[src/rtl/decode_pipe.sv]
// Single-issue instruction decoder with a one-deep registered output and a valid/ready handshake on both sides.
// Define DECODE_LONG_INSTR_EN to enable the two-word LDS/STS forms, which are decoded across two accepted words.
`ifndef OPCODE_COUNT
`define OPCODE_COUNT 14
`endif
`ifndef GROUP_COUNT
`define GROUP_COUNT 11
`endif

module decode_pipe #(
  parameter int INSTR_WIDTH  = 16,
  parameter int R_ADDR_WIDTH = 5,
  parameter int IMD_WIDTH    = 16
) (
  input  logic                      clk,
  input  logic                      reset,
  input  logic                      flush,
  input  logic                      instr_valid,
  output logic                      instr_ready,
  input  logic [INSTR_WIDTH-1:0]    instruction,
  output logic                      out_valid,
  input  logic                      out_ready,
  output logic [`OPCODE_COUNT-1:0]  opcode_type,
  output logic [`GROUP_COUNT-1:0]   opcode_group,
  output logic [R_ADDR_WIDTH-1:0]   opcode_rd,
  output logic [R_ADDR_WIDTH-1:0]   opcode_rr,
  output logic [IMD_WIDTH-1:0]      opcode_imd,
  output logic [2:0]                opcode_bit,
  output logic [1:0]                out_words
);

  // opcode_type is one-hot; the bit position of each type is its enum value.
  typedef enum logic [3:0] {
    T_NOP, T_UNKNOWN, T_ADD, T_ADC, T_SUB, T_AND, T_EOR, T_OR,
    T_MOV, T_NEG, T_LDI, T_LDS, T_STS, T_LD_Y
  } type_e;

  typedef enum logic {IDLE, WAIT2} state_e;

  localparam logic [`OPCODE_COUNT-1:0] ONE_HOT = `OPCODE_COUNT'(1);

  localparam int G_ALU_ONE_OP     = 0;
  localparam int G_ALU_TWO_OP     = 1;
  localparam int G_REGISTER       = 2;
  localparam int G_LOAD_DIRECT    = 3;
  localparam int G_LOAD_INDIRECT  = 4;
  localparam int G_STORE_DIRECT   = 5;
  localparam int G_STORE_INDIRECT = 6;
  localparam int G_LOAD           = 7;
  localparam int G_STORE          = 8;
  localparam int G_MEMORY         = 9;
  localparam int G_ALU            = 10;

  state_e state, state_next;

  type_e                   dec_idx;
  logic [`OPCODE_COUNT-1:0] dec_type;
  logic [R_ADDR_WIDTH-1:0] dec_rd, dec_rr;
  logic [IMD_WIDTH-1:0]    dec_imd;
  logic                    dec_two;
  logic                    accept;

  logic [`OPCODE_COUNT-1:0] pend_type;
  logic [R_ADDR_WIDTH-1:0] pend_rd, pend_rr;

  function automatic logic [`GROUP_COUNT-1:0] group_of(input logic [`OPCODE_COUNT-1:0] t);
    logic [`GROUP_COUNT-1:0] g;
    g                   = '0;
    g[G_ALU_ONE_OP]     = t[T_NEG];
    g[G_ALU_TWO_OP]     = t[T_ADD] | t[T_ADC] | t[T_SUB] | t[T_AND] | t[T_EOR] | t[T_OR];
    g[G_REGISTER]       = t[T_MOV] | t[T_LDI];
    g[G_LOAD_DIRECT]    = t[T_LDS];
    g[G_LOAD_INDIRECT]  = t[T_LD_Y];
    g[G_STORE_DIRECT]   = t[T_STS];
    g[G_STORE_INDIRECT] = 1'b0;
    g[G_LOAD]           = g[G_LOAD_DIRECT] | g[G_LOAD_INDIRECT];
    g[G_STORE]          = g[G_STORE_DIRECT] | g[G_STORE_INDIRECT];
    g[G_MEMORY]         = g[G_LOAD] | g[G_STORE];
    g[G_ALU]            = g[G_ALU_ONE_OP] | g[G_ALU_TWO_OP];
    return g;
  endfunction

  assign instr_ready = !flush && (!out_valid || out_ready);
  assign accept      = instr_valid && instr_ready;
  assign opcode_bit  = 3'b000;

  // Decode of a first (or only) word; fields unused by a type are left at zero.
  always_comb begin
    dec_idx = T_UNKNOWN;
    dec_rd  = '0;
    dec_rr  = '0;
    dec_imd = '0;
    dec_two = 1'b0;
    casez (instruction[15:0])
      16'b0000_0000_0000_0000: dec_idx = T_NOP;
      16'b0000_11??_????_????: begin dec_idx = T_ADD; dec_rd = R_ADDR_WIDTH'(instruction[8:4]); dec_rr = R_ADDR_WIDTH'({instruction[9], instruction[3:0]}); end
      16'b0001_11??_????_????: begin dec_idx = T_ADC; dec_rd = R_ADDR_WIDTH'(instruction[8:4]); dec_rr = R_ADDR_WIDTH'({instruction[9], instruction[3:0]}); end
      16'b0001_10??_????_????: begin dec_idx = T_SUB; dec_rd = R_ADDR_WIDTH'(instruction[8:4]); dec_rr = R_ADDR_WIDTH'({instruction[9], instruction[3:0]}); end
      16'b0010_00??_????_????: begin dec_idx = T_AND; dec_rd = R_ADDR_WIDTH'(instruction[8:4]); dec_rr = R_ADDR_WIDTH'({instruction[9], instruction[3:0]}); end
      16'b0010_01??_????_????: begin dec_idx = T_EOR; dec_rd = R_ADDR_WIDTH'(instruction[8:4]); dec_rr = R_ADDR_WIDTH'({instruction[9], instruction[3:0]}); end
      16'b0010_10??_????_????: begin dec_idx = T_OR;  dec_rd = R_ADDR_WIDTH'(instruction[8:4]); dec_rr = R_ADDR_WIDTH'({instruction[9], instruction[3:0]}); end
      16'b0010_11??_????_????: begin dec_idx = T_MOV; dec_rd = R_ADDR_WIDTH'(instruction[8:4]); dec_rr = R_ADDR_WIDTH'({instruction[9], instruction[3:0]}); end
      16'b1001_010?_????_0001: begin dec_idx = T_NEG; dec_rd = R_ADDR_WIDTH'(instruction[8:4]); end
      16'b1110_????_????_????: begin
        dec_idx = T_LDI;
        dec_rd  = R_ADDR_WIDTH'({1'b1, instruction[7:4]});
        dec_imd = IMD_WIDTH'({instruction[11:8], instruction[3:0]});
      end
      16'b1010_0???_????_????: begin
        dec_idx = T_LDS;
        dec_rd  = R_ADDR_WIDTH'({1'b1, instruction[7:4]});
        dec_imd = IMD_WIDTH'({~instruction[8], instruction[8], instruction[10:9], instruction[3:0]});
      end
      16'b1010_1???_????_????: begin
        dec_idx = T_STS;
        dec_rr  = R_ADDR_WIDTH'({1'b1, instruction[7:4]});
        dec_imd = IMD_WIDTH'({~instruction[8], instruction[8], instruction[10:9], instruction[3:0]});
      end
      16'b1000_000?_????_1000: begin dec_idx = T_LD_Y; dec_rd = R_ADDR_WIDTH'(instruction[8:4]); end
`ifdef DECODE_LONG_INSTR_EN
      16'b1001_000?_????_0000: begin dec_idx = T_LDS; dec_rd = R_ADDR_WIDTH'(instruction[8:4]); dec_two = 1'b1; end
      16'b1001_001?_????_0000: begin dec_idx = T_STS; dec_rr = R_ADDR_WIDTH'(instruction[8:4]); dec_two = 1'b1; end
`endif
      default: dec_idx = T_UNKNOWN;
    endcase
    dec_type = ONE_HOT << dec_idx;
  end

  always_ff @(posedge clk) begin
    if (reset) state <= IDLE;
    else       state <= state_next;
  end

  always_comb begin
    state_next = state;
    if (flush) begin
      state_next = IDLE;
    end else if (accept) begin
      case (state)
        IDLE:    state_next = dec_two ? WAIT2 : IDLE;
        WAIT2:   state_next = IDLE;
        default: state_next = IDLE;
      endcase
    end
  end

  // A consumed result is dropped unless a new one overwrites it on the same edge.
  always_ff @(posedge clk) begin
    if (reset) begin
      out_valid    <= 1'b0;
      opcode_type  <= ONE_HOT;
      opcode_group <= '0;
      opcode_rd    <= '0;
      opcode_rr    <= '0;
      opcode_imd   <= '0;
      out_words    <= 2'd0;
      pend_type    <= '0;
      pend_rd      <= '0;
      pend_rr      <= '0;
    end else if (flush) begin
      out_valid <= 1'b0;
    end else begin
      if (out_valid && out_ready) out_valid <= 1'b0;
      if (accept) begin
        if (state == WAIT2) begin
          out_valid    <= 1'b1;
          opcode_type  <= pend_type;
          opcode_group <= group_of(pend_type);
          opcode_rd    <= pend_rd;
          opcode_rr    <= pend_rr;
          opcode_imd   <= IMD_WIDTH'(instruction);
          out_words    <= 2'd2;
        end else if (dec_two) begin
          pend_type <= dec_type;
          pend_rd   <= dec_rd;
          pend_rr   <= dec_rr;
        end else begin
          out_valid    <= 1'b1;
          opcode_type  <= dec_type;
          opcode_group <= group_of(dec_type);
          opcode_rd    <= dec_rd;
          opcode_rr    <= dec_rr;
          opcode_imd   <= dec_imd;
          out_words    <= 2'd1;
        end
      end
    end
  end

endmodule
[config.mk]
export PLATFORM = sky130hd
export DESIGN_NAME = decode_pipe
export DESIGN_NICKNAME = d
export VERILOG_FILES = /design/src/rtl/decode_pipe.sv
export SDC_FILE = /design/constraint.sdc
export NUM_CORES = 1
export LEC_CHECK = 0
export BUFFER_PORTS_ARGS = -buffer_cell sky130_fd_sc_hd__buf_4
export CAP_MARGIN = 20
export CORE_AREA = 4 4 73 75
export CTS_CLUSTER_SIZE = 30
export DETAILED_ROUTE_END_ITERATION = 7
export DIE_AREA = 0 0 77 79
export GPL_TIMING_DRIVEN = 0
export PLACE_DENSITY_LB_ADDON = 0.25
export RECOVER_POWER = 100
export SLEW_MARGIN = 30
export SYNTH_ARGS = -nofsm -noshare
export SYNTH_HDL_FRONTEND = slang
export SYNTH_SLANG_ARGS = --single-unit
[constraint.sdc]
create_clock -name clk -period 2.9 [get_ports clk]
set_clock_uncertainty 0.2 [all_clocks]
set_input_delay 0.58 -clock clk [delete_from_list [all_inputs] [get_ports clk]]
set_output_delay 0.58 -clock clk [all_outputs]
set_load 0.02 [all_outputs]
# After elaboration in Yosys (flattened, before gate mapping)
# Cells that the tools add are included.
[totals]
elab_cells = 51
ram_bits = 0
register_bits = 52
latch_bits = 0
n_memories = 0
mem_bits_ro = 0
[classes]
n_mul = 0
div_mod_pow = 0
order_cmp = 0
reduce_logical = 14
bitwise = 11
n_mux = 6
n_shift = 1
n_addsub = 0
eq_ne = 12
[op_table]
columns = ["operator", "count"]
rows = [
  ["case mux 4 bit (13 select lines)", 1],
  ["== test 6 x 4 -> 1 bit (second input constant)", 4],
  ["== test 11 bit (second input constant)", 2],
  ["case mux 5 bit (2 select lines)", 2],
  ["zero test 16 bit", 1],
  ["case mux 8 bit (2 select lines)", 1],
  ["left shift 1 x 4 -> 14 bit (first input constant)", 1],
  ["== test 6 x 3 -> 1 bit (second input constant)", 2],
  ["== test 5 bit (second input constant)", 2],
  ["OR 1 bit", 9],
  ["OR reduction 9 bit", 1],
  ["OR reduction 7 bit", 1],
  ["== test 6 x 2 -> 1 bit (second input constant)", 1],
  ["OR reduction 2 bit", 3],
  ["== test 4 bit (second input constant)", 1],
  ["logical AND 1 bit", 3],
  ["zero test 1 bit", 2],
  ["two-way mux 1 bit", 2],
  ["NOT 1 bit", 2],
  ["AND reduction 2 bit", 1],
  ["nonzero test 2 bit", 1],
  ["logical OR 1 bit", 1],
]

# Depth between registers and ports, before layout
# Gate-level depths: netlist (run 1).
[logic_depth]
depth_word = 9
mapped_depth = 8
ltp_nobuf = 6

# Least setup slack after synthesis (run 1)
# No wires, ideal clock.
[synth_timing]
kind = "in2reg"
from = "input instruction[13]"
to = "register opcode_group[7]"
slack_ns = 0.090
path_buffers = 1
path_stages = 6
t_arrival_ns = 2.524
path_cell_list = "buf_2 -> or4_4 -> or4_4 -> o21a_1 -> or3_4 -> a221oi_2"
[synth_via]
elab_chain_len = 4
[synth_lines]
columns = ["element", "line_no", "text"]
rows = [
  ["from (decl)", "20", "input logic [INSTR_WIDTH-1:0] instruction,"],
  ["== test 11 bit (tied with other cells)", "94", "casez (instruction[15:0])"],
  ["case mux 4 bit (13 select lines) *", "94", ""],
  ["left shift 1 x 4 -> 14 bit *", "126", "dec_type = ONE_HOT << dec_idx;"],
  ["OR 1 bit *", "76", "g[G_LOAD] = g[G_LOAD_DIRECT] | g[G_LOAD_INDIRECT];"],
  ["to (signal assigned)", "168", "opcode_group <= group_of(pend_type);"],
  ["to (signal assigned)", "180", "opcode_group <= group_of(dec_type);"],
  ["to (decl)", "24", "output logic [`GROUP_COUNT-1:0] opcode_group,"],
]
# Every way passes the cells marked *; elsewhere a longest branch is shown, timed or not.
# A chain may end at the register's enable or synchronous reset.

# Final worst setup path (run 1)
# Same ends and word-level chain as after synthesis.

==> results of run 1 <==
==> worst reg2reg max path: stages, from the launching register on <==
cell	delay, ns
dfxtp_1	0.31
nor2b_1	0.13
nor2_1	0.17
nand2_1	0.29
nor3_1	1.01
a211oi_1	0.12
a221oi_1	0.30
==> final cells by class <==
| cell class | count | area [um^2] |
|---|---|---|
| plain buffers | 35 | 208 |
| clock buffers | 6 | 82.6 |
| clock inverters | 2 | 35.0 |
| fillers | 535 | 2170 |
| inverters | 4 | 15.0 |
| multi-input cells | 177 | 1000 |
| flip-flops and latches | 39 | 781 |
| well taps | 54 | 67.6 |
| repair buffers | 61 | 300 |
==> per-stage QoR <==
stage                     total power, W  worst slack, ns  hold slack [ns]
after floorplan                 0.000690           0.0898            0.330
after global placement          0.000756          -0.0291            0.241
after detailed placement        0.000757          -0.0395            0.245
after CTS                        0.00122            0.256            0.254
after global routing             0.00126           0.0946            0.246
final                            0.00121            0.180            0.248
==> metal layers <==
metal / share of wire [%] / vias up / routed length, um
met4: 2.1 / 0 / 117
met2: 45 / 92 / 2550
met5: 0 / - / 0
met1: 45 / 928 / 2560
li1: - / 1003 / -
met3: 8.4 / 10 / 482
==> path summary, 6_finish.rpt <==
path / end / slack, ns / cells after the start
max reg2reg: opcode_group[9] / 0.29 / 6
min: out_valid / 0.25 / 2
min reg2reg: opcode_type[1] / 0.26 / 2
max: opcode_group[7] / 0.18 / 6
==> layout by cell type, fill, tap and decap left out, types with 3 or more instances in the layout <==
master     n
clkbuf_1  57
nand4_1    3
clkbuf_4   3
a22o_1     3
a222oi_1   4
nor2_1    27
dfxtp_1   39
nor3_1     8
a211oi_1   3
nand2b_1   7
nand3_1    8
a21oi_1   23
inv_1      4
nand2_1   24
nor2b_1    4
clkbuf_8   6
o21ai_0    7
buf_4     34
nand3b_1   4
conb_1    13
==> Yosys cell counts (2+ instances only) <==
master,instances
inv_1,4
a22o_1,3
a222oi_1,4
or3_1,2
a211oi_1,3
or4_4,2
nor2_1,27
nand4_1,3
a31oi_1,2
nor2b_1,4
o31ai_1,2
o41ai_1,2
a22oi_1,2
a221oi_2,2
nand3_1,8
nand3b_1,4
buf_4,18
o21ai_0,7
dfxtp_1,39
clkbuf_1,14
a311oi_1,2
mux2i_1,2
nor3_1,8
nand2b_1,7
or2_2,2
nand2_1,24
a21oi_1,23
==> flip-flops by register name, summed over array words and instances (netlist names) <==
name          count
opcode_type      13
opcode_imd        8
opcode_group      6
opcode_rd         5
opcode_rr         5
out_valid         1
out_words         1
==> where the power goes <==
| part | leakage, nW | switching (W) | internal (W) |
|---|---|---|---|
| Sequential | 0.316 | 0.00000522 | 0.000545 |
| Clock | 0.0612 | 0.000195 | 0.000278 |
| Combinational | 0.567 | 0.000121 | 0.0000653 |
| Total | 0.944 | 0.000321 | 0.000889 |
==> kinds of logic after synthesis <==
kind of cell,Yosys count,share of synthesized area (%)
DFF,39,39.4
and+or+nand+nor,100,25.9
AOI/OAI and AO/OA,62,22.3
muxes,2,1.01
other,1,0.189
buffers and inverters,39,11.2
==> impl_metrics.tcl, run 1 <==
set metrics [dict create \
    fin_nets 344 \
    crit_buf_inv 1 \
    dr_total_vias 2033 \
    synth_area_leaders "dfxtp_1, buf_4, a21oi_1" \
    cellPowerDensity_nw_per_um2 485 \
    clock_sinks 39 \
    grt_max_degree 13 \
    drv_cap 0 \
    grt_pass1_vias 1846 \
    grtUsageMet1_pct 22.9 \
    ioPinCount 79 \
    dp_hpwl_um 4220 \
    setup_violations 0 \
    setup-tns-final_ns 0 \
    cts_buffer_depth 2 \
    yosysTopAreaCell "dfxtp_1" \
    cp.required_ns 2.91 \
    place_inst 370 \
    diodes 0 \
    cts-buffers-inserted 5 \
    yosysSeqAreaShare_pct 39.4 \
    die_w_um 77 \
    slew_viol_final 0 \
    drt_wl_total_um 5710 \
    path_cells "buf_2 > or4_1 > or4_1 > o21a_1 > or3_4 > a221oi_1" \
    wl_per_cell_um 15.1 \
    fmax_mhz 368 \
    min_period_ns 2.72 \
    synthArstFlopShare_pct 0 \
    drive_gt1_share_pct 16.0 \
    cpLargestDelayFamily "simple AND/OR/NAND/NOR gates" \
    r2r_start "out_valid" \
    area_growth_pct 25.7 \
    rows 25 \
    leakagePower_nw 0.944 \
    grt_use_met2_pct 29.1 \
    synthFlopType "dfxtp_1" \
    status "complete, no violations" \
    start_kind "primary input" \
    hp-class "in -> reg" \
    root_buffer "clkbuf_8" \
    die_area_um2 6080 \
    drt_first_iter_violations 133 \
    dpl_cell_area_um2 2560 \
    min_from "flush" \
    drc_errors 0 \
    hold_viol 0 \
    use_met3_pct 6.12 \
    tritoncts "built" \
    crit_type "in -> reg" \
    port_buffers 61 \
    vias_per_cell 5.38 \
    ys_ff_latch 39 \
    worst_pin_slew_ns 1.14 \
    overflow 0 \
    ant_nets 0 \
    worstPathArrival_ns 2.73 \
    critPathSlowestCell "or4_1" \
    clk_pin_slew_ns 0.08 \
    htreeDepth 2 \
    critPathMaxFanout 10 \
    post_cts_buffers 0 \
    yosysWarnings 0 \
    synth.distinct_cells 50 \
    synth_edf_count 0 \
    gp_congestion 0.864 \
    clk_latency_ns 0.29 \
    start_util_pct 42.6 \
    die-height_um 79 \
    cp-startpoint "instruction[13]" \
    antenna_found_initial 0 \
    cts_hold_buf 0 \
    drtPass1Iterations 6 \
    syn_area_um2 1980 \
    syn_area_per_cell_um2 8.16 \
    grt_pass1_wl_um 8870 \
    critPathMaxStageDelay_ns 0.61 \
    rsz0062_at_grt "no" \
    ctsResizeCount 0 \
    yosys.area.top_type_share_pct 39.4 \
    period_share_pct 93.8 \
    max-vdd-ir-drop_v 0.000327 \
    end_kind "flip-flop" \
    synthCells 243 \
    busiest_layer "met2" \
    fin_area_um2 2490 \
    cpMostUsedCell "or4_1" \
    track_usage_pct 18.2 \
    relSlewSlack_pct 23.1 \
    final_util_pct 53.5 \
    core_um2 4660 \
    final_cells 378 \
]
Note: power is estimated with default switching activity, not from simulation.
==> run 2: changes to the inputs <==
--- a/config.mk
+++ b/config.mk
@@ -5,6 +5,7 @@
 export SDC_FILE = /design/constraint.sdc
 export NUM_CORES = 1
 export LEC_CHECK = 0
+export ABC_CLOCK_PERIOD_IN_PS = 2900
 export BUFFER_PORTS_ARGS = -buffer_cell sky130_fd_sc_hd__buf_4
 export CAP_MARGIN = 20
 export CORE_AREA = 4 4 73 75
@@ -13,7 +14,7 @@
 export DIE_AREA = 0 0 77 79
 export GPL_TIMING_DRIVEN = 0
 export PLACE_DENSITY_LB_ADDON = 0.25
-export RECOVER_POWER = 100
+export RECOVER_POWER = 25
 export SLEW_MARGIN = 30
 export SYNTH_ARGS = -nofsm -noshare
 export SYNTH_HDL_FRONTEND = slang
==> constraint.sdc (replaced) <==
create_clock -name clk -period 2.9 [get_ports clk]
set_clock_uncertainty 0.2 [all_clocks]
set_input_delay 0.58 -clock clk [delete_from_list [all_inputs] [get_ports clk]]
set_output_delay 0.58 -clock clk [all_outputs]
set_load 0.1 [all_outputs]
==> impl_metrics.tcl, run 2 (same netlist as run 1, synthesis figures left out) <==
set metrics [dict create \
    status "complete, no violations" \
    drc_errors 0 \
    core_um2 4660 \
    dr_total_vias 2042 \
    wl_met1_um 2480 \
    drt_first_iter_violations 125 \
    setup_violations 0 \
    cpMostUsedCell "or4_4" \
    post_cts_buffers 0 \
    rows 25 \
    diodes 0 \
    start_kind "primary input" \
    die_w_um 77 \
    slew_viol_final 0 \
    rsz0062_at_grt "no" \
    switching_share_pct 36.8 \
    track_usage_pct 19.2 \
    largestRegisters "opcode_type: 13 flops, opcode_imd: 8 flops, opcode_group: 6 flops" \
    drive_gt1_share_pct 24.7 \
    antenna_found_initial 0 \
    hold_viol 0 \
    max-vdd-ir-drop_v 0.000277 \
    period_share_pct 91.1 \
    path_cells "buf_2 > or4_4 > or4_4 > o21a_1 > or3_4 > a221oi_2" \
    met3_length_um 515 \
    crit_type "in -> reg" \
    p_total_w 0.00124 \
    root_buffer "clkbuf_8" \
    fmax_mhz 378 \
    cts-buffers-inserted 5 \
    largest_reg_flops 13 \
    min_period_ns 2.64 \
    die_area_um2 6080 \
    critPathMaxFanout 10 \
    final_cell_mix "buf_4, dfxtp_1, clkbuf_1" \
    ant_nets 0 \
    clk_pin_slew_ns 0.08 \
    leakagePower_nw 1.02 \
    drt_wl_total_um 5790 \
    fin_ws_ns 0.257 \
    dp_hpwl_um 4340 \
    cts_hold_buf 0 \
    drtPass1Iterations 4 \
    cellPowerDensity_nw_per_um2 481 \
    top_register "opcode_type" \
    cpLargestDelayFamily "simple AND/OR/NAND/NOR gates" \
    start_util_pct 42.6 \
    die-height_um 79 \
    wl_per_cell_um 15.3 \
    tritoncts "built" \
    clk_latency_ns 0.29 \
    dp_slack_ns -0.0305 \
    end_kind "flip-flop" \
    overflow 0 \
    relSlewSlack_pct 19.8 \
    ioPinCount 79 \
    grt_max_degree 14 \
    crit_buf_inv 1 \
    ctsResizeCount 0 \
    grt_pass1_wl_um 9350 \
    htreeDepth 2 \
    port_buffers 61 \
    holdWs_ns 0.254 \
    p_sw_w 0.000457 \
    hp-class "reg -> reg" \
    critPathSlowestCell "or4_4" \
    cp.required_ns 2.91 \
    critPathMaxStageDelay_ns 0.57 \
    wl_met2_um 2730 \
    r2r_slack_ns 0.80 \
    drv_cap 0 \
    grt_pass1_vias 1976 \
    final_common_cell "buf_4" \
    clock_sinks 39 \
    gp_congestion 0.901 \
    cts_buffer_depth 2 \
    worstPathArrival_ns 2.65 \
    combPwrFrac_pct 25.9 \
    vias_per_cell 5.40 \
    intPower_w 0.000783 \
    fillers 466 \
    routed.top_layer "met4" \
    worst_pin_slew_ns 1.21 \
    area_growth_pct 30.1 \
    sequentialPowerShare_pct 44.4 \
    fin_nets 344 \
    clock_power_share_pct 29.7 \
]
run 2: cell count changes in the layout (fill, tap and decap cells not counted), sizes merged:
cell      change
clkbuf       -27
bufinv        -1
clkinvlp      +2
buf          +26
run 2: layout make-up:
type	instances	area, um^2	share of cell area, %
clock buffers	5	68.8	2.67
plain buffers	35	208	8.05
flip-flops and latches	39	781	30.3
inverters	4	15.0	0.582
repair buffers	61	383	14.8
multi-input cells	177	1040	40.2
well taps	54	67.6	2.62
clock inverters	3	20.0	0.776
run 2: final timing paths:
kind,start,to,cells after the start
min,opcode_type[7],opcode_type[7],2
min reg2reg,opcode_type[7],opcode_type[7],2
max,instruction[13],opcode_group[7],6
max reg2reg,out_valid,opcode_type[6],7
run 2: layer usage:
metal | vias up | track usage [%]
li1 | 1007 | -
met2 | 83 | 32.8
met5 | - | 0
met4 | 0 | 4.80
met3 | 7 | 6.69
met1 | 945 | 23.2
run 2: power by group through the flow:
stage | logic (W) | clock network (W) | registers, W
after detailed placement | 0.000323 | 0 | 0.000563
after floorplan | 0.000183 | 0 | 0.000634
after global placement | 0.000322 | 0 | 0.000563
after CTS | 0.000323 | 0.000377 | 0.000551
after global routing | 0.000338 | 0.000401 | 0.000552
final | 0.000321 | 0.000368 | 0.000551
run 2: tightest hold or removal path, stage by stage, from the launching register on:
cell     delay (ns)
dfxtp_1        0.33
nand2_1        0.05
o31ai_1        0.05
run 2: stage by stage:
stage / cells / util, % / instance area, um^2 / TNS [ns]
detailed placement: 370 / 55.1 / 2570 / -0.0419
floorplan: 255 / - / 2040 / 0
CTS: 378 / 57.0 / 2660 / 0
finish: 378 / 55.4 / 2580 / 0
global route: 378 / 55.4 / 2580 / 0
global placement: 370 / 55.1 / 2570 / -0.00675
